$ cat config.mk
export PLATFORM = sky130hd
export DESIGN_NAME = eth_rx_mac_filter
export DESIGN_NICKNAME = d
export VERILOG_FILES = /design/src/rtl/eth_rx_mac_filter.sv
export SDC_FILE = /design/constraint.sdc
export NUM_CORES = 1
export LEC_CHECK = 0
export CORE_AREA = 2 2 116 96
export CTS_CLUSTER_DIAMETER = 120
export CTS_CLUSTER_SIZE = 30
export DETAILED_ROUTE_END_ITERATION = 6
export DIE_AREA = 0 0 118 98
export PLACE_DENSITY_LB_ADDON = 0.25
export SYNTH_ARGS = -nofsm -noshare
export SYNTH_HDL_FRONTEND = slang
export SYNTH_SLANG_ARGS = --single-unit
$ cat constraint.sdc
create_clock -name clock -period 3.4 [get_ports clock]
set_clock_uncertainty 0.15 [all_clocks]
set_input_delay 0.34 -clock clock [delete_from_list [all_inputs] [get_ports clock]]
set_output_delay 0.34 -clock clock [all_outputs]
set_load 0.1 [all_outputs]
$ cat src/rtl/eth_rx_mac_filter.sv
// Destination-MAC frame filter on an 8-bit RX AXI-Stream: holds the 6 DA bytes, decides pass/drop, replays DA, then streams.
// Latency: first DA byte on m_axis one cycle after the 6th byte is accepted; payload is combinational (+0) once passing.
// Backpressure: upstream is stalled during the 6-byte replay; in pass-through s_axis_tready follows m_axis_tready.
//
// Ports:
//   clock, resetn                  single clock, synchronous active-low reset
//   s_axis_* (tdata/tkeep/tvalid/tready/tlast/tuser)   RX bytes from the MAC (tkeep ignored)
//   m_axis_* (tdata/tkeep/tvalid/tready/tlast/tuser)   filtered bytes to the DMA (tkeep constant 1)
//   mac_addr, promisc_en, bcast_en, mcast_en           filter configuration, sampled on the decision cycle
//   frames_passed, frames_dropped  statistics counters
//
// Optional feature: define ETH_RX_FILTER_STATS_EN to build the statistics counters.
// Without it both counter outputs are tied to zero and filtering is unchanged.

module eth_rx_mac_filter #(
   parameter int COUNTER_WIDTH = 32,
   parameter int SATURATE      = 0
) (
   input  logic                     clock,
   input  logic                     resetn,
   input  logic [7:0]               s_axis_tdata,
   input  logic                     s_axis_tkeep,
   input  logic                     s_axis_tvalid,
   output logic                     s_axis_tready,
   input  logic                     s_axis_tlast,
   input  logic                     s_axis_tuser,
   output logic [7:0]               m_axis_tdata,
   output logic                     m_axis_tkeep,
   output logic                     m_axis_tvalid,
   input  logic                     m_axis_tready,
   output logic                     m_axis_tlast,
   output logic                     m_axis_tuser,
   input  logic [47:0]              mac_addr,
   input  logic                     promisc_en,
   input  logic                     bcast_en,
   input  logic                     mcast_en,
   output logic [COUNTER_WIDTH-1:0] frames_passed,
   output logic [COUNTER_WIDTH-1:0] frames_dropped
);

   localparam logic [1:0] ST_HDR    = 2'd0;
   localparam logic [1:0] ST_REPLAY = 2'd1;
   localparam logic [1:0] ST_PASS   = 2'd2;
   localparam logic [1:0] ST_DROP   = 2'd3;

   localparam logic [2:0] IDX_LAST  = 3'd5;

   logic [1:0]  state_q, state_d;
   logic [2:0]  idx_q, idx_d;
   logic [7:0]  hdr_q [0:5];
   logic        hdr_we;
   logic [7:0]  m_tdata_q, m_tdata_d;
   logic        m_tvalid_q, m_tvalid_d;
   logic        inc_passed, inc_dropped;

   logic        s_hs, m_hs;
   logic        in_pass;
   logic [47:0] da;
   logic        ucast_hit, bcast_hit, mcast_hit, match;

   logic        unused_in;
   assign unused_in = s_axis_tkeep;

   assign in_pass = (state_q == ST_PASS);

   // ------------------------------------------------------------------
   // Stream outputs: registered replay path, combinational pass-through
   // ------------------------------------------------------------------
   always_comb begin
      s_axis_tready = 1'b0;
      if (resetn) begin
         case (state_q)
            ST_HDR,
            ST_DROP: s_axis_tready = 1'b1;
            ST_PASS: s_axis_tready = m_axis_tready;
            default: s_axis_tready = 1'b0;
         endcase
      end
   end

   // Valid is masked while resetn is low so the downstream side never
   // takes a byte the upstream side is not simultaneously giving up.
   assign m_axis_tvalid = resetn & (in_pass ? s_axis_tvalid : m_tvalid_q);
   assign m_axis_tdata  = in_pass ? s_axis_tdata : m_tdata_q;
   assign m_axis_tlast  = in_pass & s_axis_tlast;
   assign m_axis_tuser  = in_pass & s_axis_tlast & s_axis_tuser;
   assign m_axis_tkeep  = 1'b1;

   assign s_hs = s_axis_tvalid & s_axis_tready;
   assign m_hs = m_axis_tvalid & m_axis_tready;

   // ------------------------------------------------------------------
   // Address match. On the decision cycle the 6th DA byte is still on
   // the input bus, so it is taken from s_axis_tdata rather than hdr_q.
   // ------------------------------------------------------------------
   assign da        = {hdr_q[0], hdr_q[1], hdr_q[2], hdr_q[3], hdr_q[4], s_axis_tdata};
   assign ucast_hit = (da == mac_addr);
   assign bcast_hit = bcast_en & (&da);
   // Group bit is the LSB of the first DA byte; broadcast also has it set.
   assign mcast_hit = mcast_en & hdr_q[0][0];
   assign match     = promisc_en | ucast_hit | bcast_hit | mcast_hit;

   // ------------------------------------------------------------------
   // Next-state logic
   // ------------------------------------------------------------------
   always_comb begin
      state_d     = state_q;
      idx_d       = idx_q;
      m_tdata_d   = m_tdata_q;
      m_tvalid_d  = m_tvalid_q;
      hdr_we      = 1'b0;
      inc_passed  = 1'b0;
      inc_dropped = 1'b0;

      case (state_q)
         ST_HDR: begin
            if (s_hs) begin
               hdr_we = 1'b1;
               if (s_axis_tlast) begin
                  // Frame ended inside the DA (<= 6 bytes): runt.
                  inc_dropped = 1'b1;
                  idx_d       = 3'd0;
               end else if (idx_q == IDX_LAST) begin
                  idx_d = 3'd0;
                  if (match) begin
                     state_d    = ST_REPLAY;
                     m_tdata_d  = hdr_q[0];
                     m_tvalid_d = 1'b1;
                  end else begin
                     state_d    = ST_DROP;
                  end
               end else begin
                  idx_d = idx_q + 3'd1;
               end
            end
         end

         ST_REPLAY: begin
            // idx_q names the byte currently presented on m_axis_tdata.
            if (m_hs) begin
               if (idx_q == IDX_LAST) begin
                  state_d    = ST_PASS;
                  m_tvalid_d = 1'b0;
                  idx_d      = 3'd0;
               end else begin
                  idx_d     = idx_q + 3'd1;
                  m_tdata_d = hdr_q[idx_q + 3'd1];
               end
            end
         end

         ST_PASS: begin
            if (s_hs && s_axis_tlast) begin
               inc_passed = 1'b1;
               state_d    = ST_HDR;
               idx_d      = 3'd0;
            end
         end

         ST_DROP: begin
            if (s_hs && s_axis_tlast) begin
               inc_dropped = 1'b1;
               state_d     = ST_HDR;
               idx_d       = 3'd0;
            end
         end

         default: begin
            state_d    = ST_HDR;
            idx_d      = 3'd0;
            m_tvalid_d = 1'b0;
         end
      endcase
   end

   // ------------------------------------------------------------------
   // State registers
   // ------------------------------------------------------------------
   always_ff @(posedge clock) begin
      if (!resetn) begin
         state_q    <= ST_HDR;
         idx_q      <= 3'd0;
         m_tdata_q  <= 8'd0;
         m_tvalid_q <= 1'b0;
      end else begin
         state_q    <= state_d;
         idx_q      <= idx_d;
         m_tdata_q  <= m_tdata_d;
         m_tvalid_q <= m_tvalid_d;
      end
   end

   // Header bytes carry no control meaning until the decision, so they
   // are left out of reset.
   always_ff @(posedge clock) begin
      if (hdr_we) begin
         hdr_q[idx_q] <= s_axis_tdata;
      end
   end

   // ------------------------------------------------------------------
   // Statistics
   // ------------------------------------------------------------------
`ifdef ETH_RX_FILTER_STATS_EN
   localparam logic [COUNTER_WIDTH-1:0] CNT_MAX = '1;
   localparam logic [COUNTER_WIDTH-1:0] CNT_ONE = {{(COUNTER_WIDTH-1){1'b0}}, 1'b1};

   logic [COUNTER_WIDTH-1:0] passed_q, passed_d;
   logic [COUNTER_WIDTH-1:0] dropped_q, dropped_d;

   function automatic logic [COUNTER_WIDTH-1:0] bump(input logic [COUNTER_WIDTH-1:0] v);
      if ((SATURATE != 0) && (v == CNT_MAX)) begin
         return v;
      end
      return v + CNT_ONE;
   endfunction

   always_comb begin
      passed_d  = passed_q;
      dropped_d = dropped_q;
      if (inc_passed) begin
         passed_d = bump(passed_q);
      end
      if (inc_dropped) begin
         dropped_d = bump(dropped_q);
      end
   end

   always_ff @(posedge clock) begin
      if (!resetn) begin
         passed_q  <= '0;
         dropped_q <= '0;
      end else begin
         passed_q  <= passed_d;
         dropped_q <= dropped_d;
      end
   end

   assign frames_passed  = passed_q;
   assign frames_dropped = dropped_q;
`else
   logic unused_stats;
   assign unused_stats   = inc_passed ^ inc_dropped ^ (SATURATE != 0);
   assign frames_passed  = '0;
   assign frames_dropped = '0;
`endif

endmodule

# Word level (Yosys, flattened, before mapping)
# Memory sizes are Yosys's and may differ from the RTL's.
# Index checks and enable logic that the tools add are counted.
dict set report word_totals {
  rom_bits 0
  ff_bits 14
  ram_bits 48
  out_inout_bits 77
  mem_count 1
  latchBits 0
}
dict set report op_classes {
  eq_ne 13
  mux 36
  order_cmp 0
  div 0
  bitwise 10
  n_reduce_logical 10
  mul 0
  n_addsub 1
  shift 0
}
# name words word_bits read_ports rd_clocked_by_memory_dff wr line_no
set mem_list {}
lappend mem_list {hdr_q 6 8 6 0 1 50} ;# logic [7:0] hdr_q [0:5];
# cell count
set ops {}
lappend ops {{$mux 8} 7}
lappend ops {{$eq 48x48->1} 1}
lappend ops {{$reduce_and 48->1} 1}
lappend ops {{$pmux 8 s2} 1}
lappend ops {{$mux 3} 5}
lappend ops {{$mux 2} 7}
lappend ops {{$ne 2x2->1 const B} 7}
lappend ops {{$reduce_and 7->1} 2}
lappend ops {{$mux 1} 12}
lappend ops {{$pmux 3 s3} 1}
lappend ops {{$and 1x1->1} 7}
lappend ops {{$pmux 2 s3} 1}
lappend ops {{$reduce_and 6->1} 1}
lappend ops {{$eq 2x2->1 const B} 2}
lappend ops {{$pmux 1 s2} 2}
lappend ops {{$reduce_or 2->1} 2}
lappend ops {{$add 3x1->3 const B} 1}
lappend ops {{$eq 3x3->1 const B} 1}
lappend ops {{$or 1x1->1} 3}
lappend ops {{$reduce_and 3->1} 1}
lappend ops {{$eq 2x1->1 const B} 1}
lappend ops {{$logic_not 2->1} 1}
lappend ops {{$ne 2x1->1 const B} 1}
lappend ops {{$reduce_bool 2->1} 1}
lappend ops {{$logic_and 1x1->1} 1}

# Longest topological paths before layout
# Gate-level depths: netlist of run 1.
# An unclocked memory read counts as a cell.
dict set report depth {
  depth_word 10
  depth_mapped 9
}

# Worst setup path before layout of run 1
# No wires, ideal clock.
dict set report synth_timing {
  kind {register to register}
  start {reg state_q[1]}
  end {mem hdr_q[1][0], enable pin}
  arrival_ns 4.066
  path_stages_with_launch 7
  synth_period_minus_slack_ns 4.599
  setup_time_ns 0.383
  slack_ns -1.199
  required_ns 2.867
  path_cell_list {dfxtp_1 -> inv_1 -> ha_1 -> clkbuf_1 -> nor3_1 -> nand4_1 -> nor3_1}
}
dict set report synth_between {
  elab_chain_len 9
  elab_cells_between_ends 11
  cone_classes {eq/ne: 2; mux: 6; bitwise: 1; reduce/logical: 2}
}
# element line_no
set synth_lines {}
lappend synth_lines {{from (decl)} 48} ;# logic [1:0] state_q, state_d;
lappend synth_lines {{from (signal assigned)} 186} ;# state_q <= state_d;
lappend synth_lines {{$eq 2x2->1 / $logic_not 2->1 (equally long branches)} 72} ;# case (state_q)
lappend synth_lines {{$reduce_or 2->1} 72}
lappend synth_lines {{$pmux 1 s2 *} 72}
lappend synth_lines {{$mux 1 *} 71} ;# if (resetn) begin
lappend synth_lines {{net s_axis_tready} 24} ;# output logic s_axis_tready,
lappend synth_lines {{$and 1x1->1 *} 89} ;# assign s_hs = s_axis_tvalid & s_axis_tready;
lappend synth_lines {{$mux 1 *} 117} ;# if (s_hs) begin
lappend synth_lines {{$mux 1 *} 115} ;# case (state_q)
lappend synth_lines {{$mux 1 *} 196} ;# if (hdr_we) begin
lappend synth_lines {{$mux 1 (not written as such) *} 197} ;# hdr_q[idx_q] <= s_axis_tdata;
lappend synth_lines {{to (decl)} 50}
# The timed path passes the listed nets; every way through them passes the cells marked *.

# Worst setup path in the final report of run 1
dict set report layout_timing {
  start {reg state_q[0]}
  end {reg m_tdata_q[5]}
}
dict set report layout_between {
  elab_chain_len 7
  elab_cells_between_ends 20
  cone_classes {eq/ne: 9; mux: 4; bitwise: 3; reduce/logical: 4}
}
# element line_no
set layout_lines {}
lappend layout_lines {{$eq 2x2->1 / $logic_not 2->1 (equally long branches)} {72, 115}}
lappend layout_lines {{$reduce_or 2->1} 72}
lappend layout_lines {{$pmux 1 s2} 72}
lappend layout_lines {{$mux 1} 71}
lappend layout_lines {{$and 1x1->1} 89}
lappend layout_lines {{$ne 2x2->1 (no line)} -}
lappend layout_lines {{$reduce_and 7->1 (no line)} -}
lappend layout_lines {{to (signal assigned)} 188} ;# m_tdata_q <= m_tdata_d;
lappend layout_lines {{to (decl)} 52} ;# logic [7:0] m_tdata_q, m_tdata_d;
# Parallel ways exist; a longest one is shown, timed or not.
# A chain may end at the register's enable or synchronous reset.

==> metrics.yaml, run 1 <==
cells_and_area:
  regArea_um2: 2202
  final_cells: 611
  fill_cells: 896
  nets: 534
  fin_util_pct: 53.48
  antennaDiodeCount: 0
  area_growth_pct: 23.28
  drive_gt1_share_pct: 16.06
  multi_input_area_um2: 2046
clocking:
  cts-root-buf: "clkbuf_16"
  cts_buffers: 9
  clock_sinks: 78
  cts_setup_buffers: 0
  clk_latency_ns: 0.34
  ctsHoldBuffers: 0
  cts_max_path_buffers: 2
  cts.clk_slew.worst_paths_ns: 0.06
  post_cts_resized: 0
  ctsHtreeMaxLevel: 3
  cts_tree: "built"
sta:
  setup_viol: 0
  worst_pin_slew_ns: 0.7865
  rsz0062_at_grt: "no"
  final_max_slew_viol_count: 0
  period_share_pct: 78.22
  hold_viol: 0
  period_needed_ns: 2.659
  finalSetupTns_ns: 0
  fin_ws_ns: 0.7406
  maxSlewHeadroom_pct: 47.57
  clock.fmax_ghz: 0.3760
die:
  die_area_um2: 11560
  die_w_um: 118
  initial_core_util_pct: 43.38
  boundaryPins: 143
  core_um2: 10510
  fp.dieH_um: 98
  rows: 34
worst_setup_path:
  crit_path_start_kind: "flip-flop"
  crit_arrival_ns: 2.78
  cp_slowest_stage_delay_ns: 0.51
  cp_num_buf_inv: 1
  crit_type: "flip-flop to flip-flop"
  worst-endpoint-required_ns: 3.52
  crit_fanout: 14
  critPathSlowestCell: "ha_1"
  worstPathCellList: "inv_1 > ha_1 > a21boi_1 > nand4b_4 > nor3_1 > o21ai_1 > a21oi_4 > mux2i_1"
  critPathCaptureType: "flip-flop"
  crit_family: "compound AO/OA/AOI/OAI gates"
drt:
  dr.pass1.iters: 5
  wl_per_cell_um: 18.27
  routed_wl_mm: 11.16
  drt_iter0_markers: 239
  post-route-drc-count: 0
  vias: 3115
  viasPerCell: 5.098
  postRouteAntennaNets: 0
hold_path:
  min_path_type: "flip-flop to flip-flop"
synthesis:
  syn_area_per_cell_um2: 12.32
  synth_cells: 370
  yosysTopAreaCellShare_pct: 42.16
  syn_area_um2: 4558
  yosysTopAreaCell: "edfxtp_1"
  ys_ff_latch: 78
  synth-seq-area-share_pct: 48.31
  synth-edff-count: 64
  synth_area_leaders: "edfxtp_1 (42%), buf_4 (11%), xnor2_1 (9.2%)"
  synth_warnings: 0
  ys_types: 41
  synthArstFlopShare_pct: 0
  synth_ff_type: "edfxtp_1"
place:
  globalplace.congestion: 0.8672
  port_buffers: 76
  pre_cts_ws_ns: 0.5000
  place.detailed.hpwl_mm: 8.879
  dpl.cell_count: 595
pwr:
  ir_worst_vdd_mv: 0.2054
  total_leakage_power_nw: 1.957
  p_per_area_nw_per_um2: 460.9
grt:
  grt_first_pass_wirelength_mm: 17.04
  grt_remaining_overflow: 0
  track_usage_pct: 19.77
  grt_pass1_vias: 3025
  grt_antenna_before_repair: 0
  grt_max_degree: 22
status:
  outcome: "completed"
job:
  cap_violations: 0
## routing by layer
metal  vias to the layer above  track usage [%]  part of all wire, %
li1                       1407                -                    -
met1                      1539            28.29                   45
met5                         -                0                    0
met2                       159            31.08                   46
met3                        10            4.322                  7.9
met4                         0            4.449                  1.1
## stage by stage
stage	hold WS (ns)	area (um2)	total power, W
2_1_floorplan	0.2822	4806	0.001533
3_3_place_gp	0.2915	5309	0.001612
3_5_place_dp	0.2962	5309	0.001614
4_1_cts	0.3081	5619	0.002600
5_1_grt	0.3274	5619	0.002658
6_report	0.3070	5619	0.002590
## synthesized netlist by cell type, types with 2 or more instances
master    number
buf_4         66
edfxtp_1      64
xnor2_1       48
nand4_1       24
nand2_1       23
mux2i_1       19
mux4_2        16
dfxtp_1       14
nor2_1        13
o21ai_0       10
mux2_2         8
nor3_1         8
ha_1           6
inv_1          6
nor4_1         6
a21oi_1        5
buf_2          4
clkbuf_1       3
conb_1         2
nand2b_1       2
nand3_1        2
o21ai_1        2
## state kept, by name, indices dropped and copies added (netlist names)
register    flops
hdr_q          64
idx_q           3
m_tdata_q       8
m_tvalid_q      1
state_q         2
## power breakdown
part           internal (W)  switching (W)  leakage, nW
registers           0.00104     0.00000887        0.691
logic              0.000131       0.000414         1.11
clock network      0.000586       0.000410        0.154
total               0.00176       0.000832         1.96
## cell usage in the layout (no fill, tap or decap), types with 5 or more instances in the layout
cell type / synthesis / layout
ha_1: 6 / 6
xnor2_1: 48 / 48
nor4_1: 6 / 6
mux2i_1: 19 / 19
buf_4: 66 / 29
nor2_1: 13 / 13
nor3_1: 8 / 7
nand2_1: 23 / 23
clkdlybuf4s50_1: 0 / 64
nand4_1: 24 / 24
edfxtp_1: 64 / 64
inv_6: 0 / 5
clkbuf_16: 0 / 9
mux2_2: 8 / 8
o21ai_0: 10 / 10
dfxtp_1: 14 / 14
conb_1: 2 / 65
inv_1: 6 / 6
a21oi_1: 5 / 5
mux4_2: 16 / 16
## logic make-up after synthesis
logic type	Yosys count	share of synthesized area, %
AND/OR/NAND/NOR	85	9.992
buffers and inverters	81	12.24
flip-flops	78	48.31
XOR/XNOR	49	9.580
multiplexers	43	14.05
AO/OA/AOI/OAI	26	4.008
adder cells (fa/ha/maj)	6	1.647
other	2	0.1648
## final timing paths
kind / cells past startpoint / end / from / slack, ns
worst max-delay path: 8 / m_tdata_q[5] / state_q[0] / 0.74
worst min-delay path: 2 / m_tdata_q[6] / m_tdata_q[6] / 0.31
worst max register to register: 8 / m_tdata_q[5] / state_q[0] / 0.74
worst min register to register: 2 / m_tdata_q[6] / m_tdata_q[6] / 0.31
## worst min-delay path: cells and delay by family, from the launching register on
kind             cells  cell delay [ns]
multiplexers         1             0.05
flip-flops           1             0.30
AND/OR/NAND/NOR      1             0.05
## area by class of cell
class | count | share of cell area (%)
flip-flops and latches | 78 | 39.19
multi-input cells | 274 | 36.41
repair buffers | 93 | 15.27
clock buffers | 9 | 4.008
well taps | 144 | 3.206
clock inverters | 7 | 1.514
inverters | 6 | 0.4008
Note: power is estimated with default switching activity, not from simulation.
==> run 2: changes to the inputs <==
==> constraint.sdc (replaced) <==
create_clock -name clock -period 2.55 [get_ports clock]
set_clock_uncertainty 0.15 [all_clocks]
set_input_delay 0.255 -clock clock [delete_from_list [all_inputs] [get_ports clock]]
set_output_delay 0.255 -clock clock [all_outputs]
set_load 0.1 [all_outputs]
==> metrics.yaml, run 2 (same netlist as run 1, synthesis figures left out) <==
worst_setup_path:
  crit_arrival_ns: 2.18  # -0.60 ns
  critPathCaptureType: "flip-flop"
  critPathSlowestCell: "nor3_4"
  crit_path_start_kind: "flip-flop"
  cp_num_buf_inv: 1  # unchanged
  crit_type: "flip-flop to flip-flop"
  worstPathCellList: "inv_2 > ha_2 > nor3_4 > nand4_1 > nor3_4"
  crit_path_frequent_cell: "nor3_4"
  worst-endpoint-required_ns: 2.39  # -1.13 ns
  crit_fanout: 21  # +7
  cp_slowest_stage_delay_ns: 0.47  # -0.04 ns
  crit_family: "simple AND/OR/NAND/NOR gates"
place:
  place.detailed.hpwl_mm: 9.006  # +1.4%
  placed_area_um2: 5587  # +5.2%
  globalplace.congestion: 0.9447  # +8.9%
  port_buffers: 76  # unchanged
  dpl.cell_count: 604  # +1.5%
die:
  fp.dieH_um: 98  # unchanged
  rows: 34  # unchanged
  core_um2: 10510  # unchanged
  boundaryPins: 143  # unchanged
  die_area_um2: 11560  # unchanged
  die_w_um: 118  # unchanged
  initial_core_util_pct: 43.38  # unchanged
cells_and_area:
  mostFrequentLayoutCells: "conb_1 (65), edfxtp_1 (64), clkdlybuf4s50_1 (64), xnor2_1 (48), buf_4 (25)"
  fin_area_um2: 5896  # +4.9%
  top_register: "hdr_q"
  top_regs: "hdr_q x64, m_tdata_q x8, idx_q x3"
  drive_gt1_share_pct: 20.17  # +4.1 points
  final_cells: 620  # +1.5%
  largest_reg_flops: 64  # unchanged
  nets: 543  # +1.7%
  layout_commonest_cell: "conb_1"
  antennaDiodeCount: 0  # unchanged
  area_growth_pct: 29.34
sta:
  maxSlewHeadroom_pct: 49.59  # +2.0 points
  rsz0062_at_grt: "no"
  hold_ws_ns: 0.3071  # +0.0001270 ns
  worst_pin_slew_ns: 0.7561  # -0.03038 ns
  period_needed_ns: 2.338  # -0.3215 ns
  hold_viol: 0  # unchanged
  period_share_pct: 91.68  # +13 points
  final_max_slew_viol_count: 0  # unchanged
  setup_viol: 0  # unchanged
  clock.fmax_ghz: 0.4277  # +14%
grt:
  track_usage_pct: 20.05  # +0.28 points
  grt_max_degree: 25  # +14%
  grt_antenna_before_repair: 0  # unchanged
  grt_remaining_overflow: 0  # unchanged
  grt_first_pass_wirelength_mm: 17.33  # +1.7%
  grt_pass1_vias: 3062  # +1.2%
pwr:
  power.total_w: 0.003438  # +33%
  ir_worst_vdd_mv: 0.3588  # +75%
  p_per_area_nw_per_um2: 583.2  # +27%
  total_leakage_power_nw: 2.028  # +3.6%
drt:
  vias: 3183  # +2.2%
  viasPerCell: 5.134  # +0.70%
  wl_per_cell_um: 18.55  # +1.6%
  dr.pass1.iters: 5  # unchanged
  drt_iter0_markers: 219  # -8.4%
  postRouteAntennaNets: 0  # unchanged
  routed_wl_mm: 11.50  # +3.1%
  post-route-drc-count: 0  # unchanged
clocking:
  ctsHtreeMaxLevel: 3  # unchanged
  cts-root-buf: "clkbuf_16"
  clock_sinks: 78  # unchanged
  cts.clk_slew.worst_paths_ns: 0.06  # about the same
  cts_tree: "built"
  cts_max_path_buffers: 2  # unchanged
  cts_buffers: 9  # unchanged
  clk_latency_ns: 0.34  # about the same
job:
  cap_violations: 0  # unchanged
status:
  outcome: "completed"
hold_path:
  min_path_type: "flip-flop to flip-flop"
-- run 2: changes by cell type in the layout (fill, tap and decap cells not counted), moves of 3 or more --
cell	delta
buf_12	+13
buf_4	-4
nor2_1	-3
clkinvlp_4	+3
nor2_2	+3
inv_6	-4
-- run 2: power breakdown --
part,internal [W],total (W),switching [W]
sequential,0.00139,0.00140,0.0000128
combinational,0.000183,0.000738,0.000555
clock,0.000769,0.00130,0.000531
-- run 2: cell type report --
type	instances	area, um2
clock inverter	7	81.33
timing repair buffer	102	1089
inverter	6	22.52
clock buffer	9	225.2
tap	144	180.2
sequential	78	2205
multi-input combinational	274	2093
fill	897	4612
-- run 2: worst min-delay path, delay by kind of cell (launching register included) --
family,cells,cell delay [ns]
simple gates,1,0.05
flops,1,0.31
mux,1,0.05
-- run 2: through the flow --
stage	worst slack [ns]	utilization (%)	setup TNS (ns)
2_1_floorplan	-0.2358	-	-7.479
3_3_place_gp	0.05719	53.17	0
3_5_place_dp	0.00003664	53.17	0
4_1_cts	0.1676	56.08	0
5_1_grt	0.03166	56.11	0
6_report	0.2122	56.11	0
-- run 2: timing repair --
item / CTS / global route
endpoints found under the setup margin: 0 / 2
setup buffers: 0 / 0
hold buffers: 0 / 0
resized for setup: 0 / 1
endpoints found under the hold margin: 0 / 0
-- run 2: per-layer routing --
metal | routed length [um] | track usage (%) | share of wire [%]
met3 | 1136 | 4.731 | 9.9
met4 | 166 | 5.190 | 1.4
met5 | 0 | 0 | 0
met2 | 5326 | 31.93 | 46
met1 | 4874 | 27.82 | 42
-- run 2: path summary, 6_finish.rpt --
path,startpoint,to,slack (ns),cells past startpoint
max reg2reg,state_q[1],hdr_q[1][3],0.21,5
min reg2reg,m_tdata_q[4],m_tdata_q[4],0.31,2
min,m_tdata_q[4],m_tdata_q[4],0.31,2
max,state_q[1],hdr_q[1][3],0.21,5
==> run 3: changes to the inputs <==
--- a/config.mk
+++ b/config.mk
@@ -10,6 +10,7 @@
 export CTS_CLUSTER_SIZE = 30
 export DETAILED_ROUTE_END_ITERATION = 6
 export DIE_AREA = 0 0 118 98
+export GPL_ROUTABILITY_DRIVEN = 0
 export PLACE_DENSITY_LB_ADDON = 0.25
 export SYNTH_ARGS = -nofsm -noshare
 export SYNTH_HDL_FRONTEND = slang
==> results of run 3 <==
The final DEF is identical to that of run 2; final timing and power are the same.
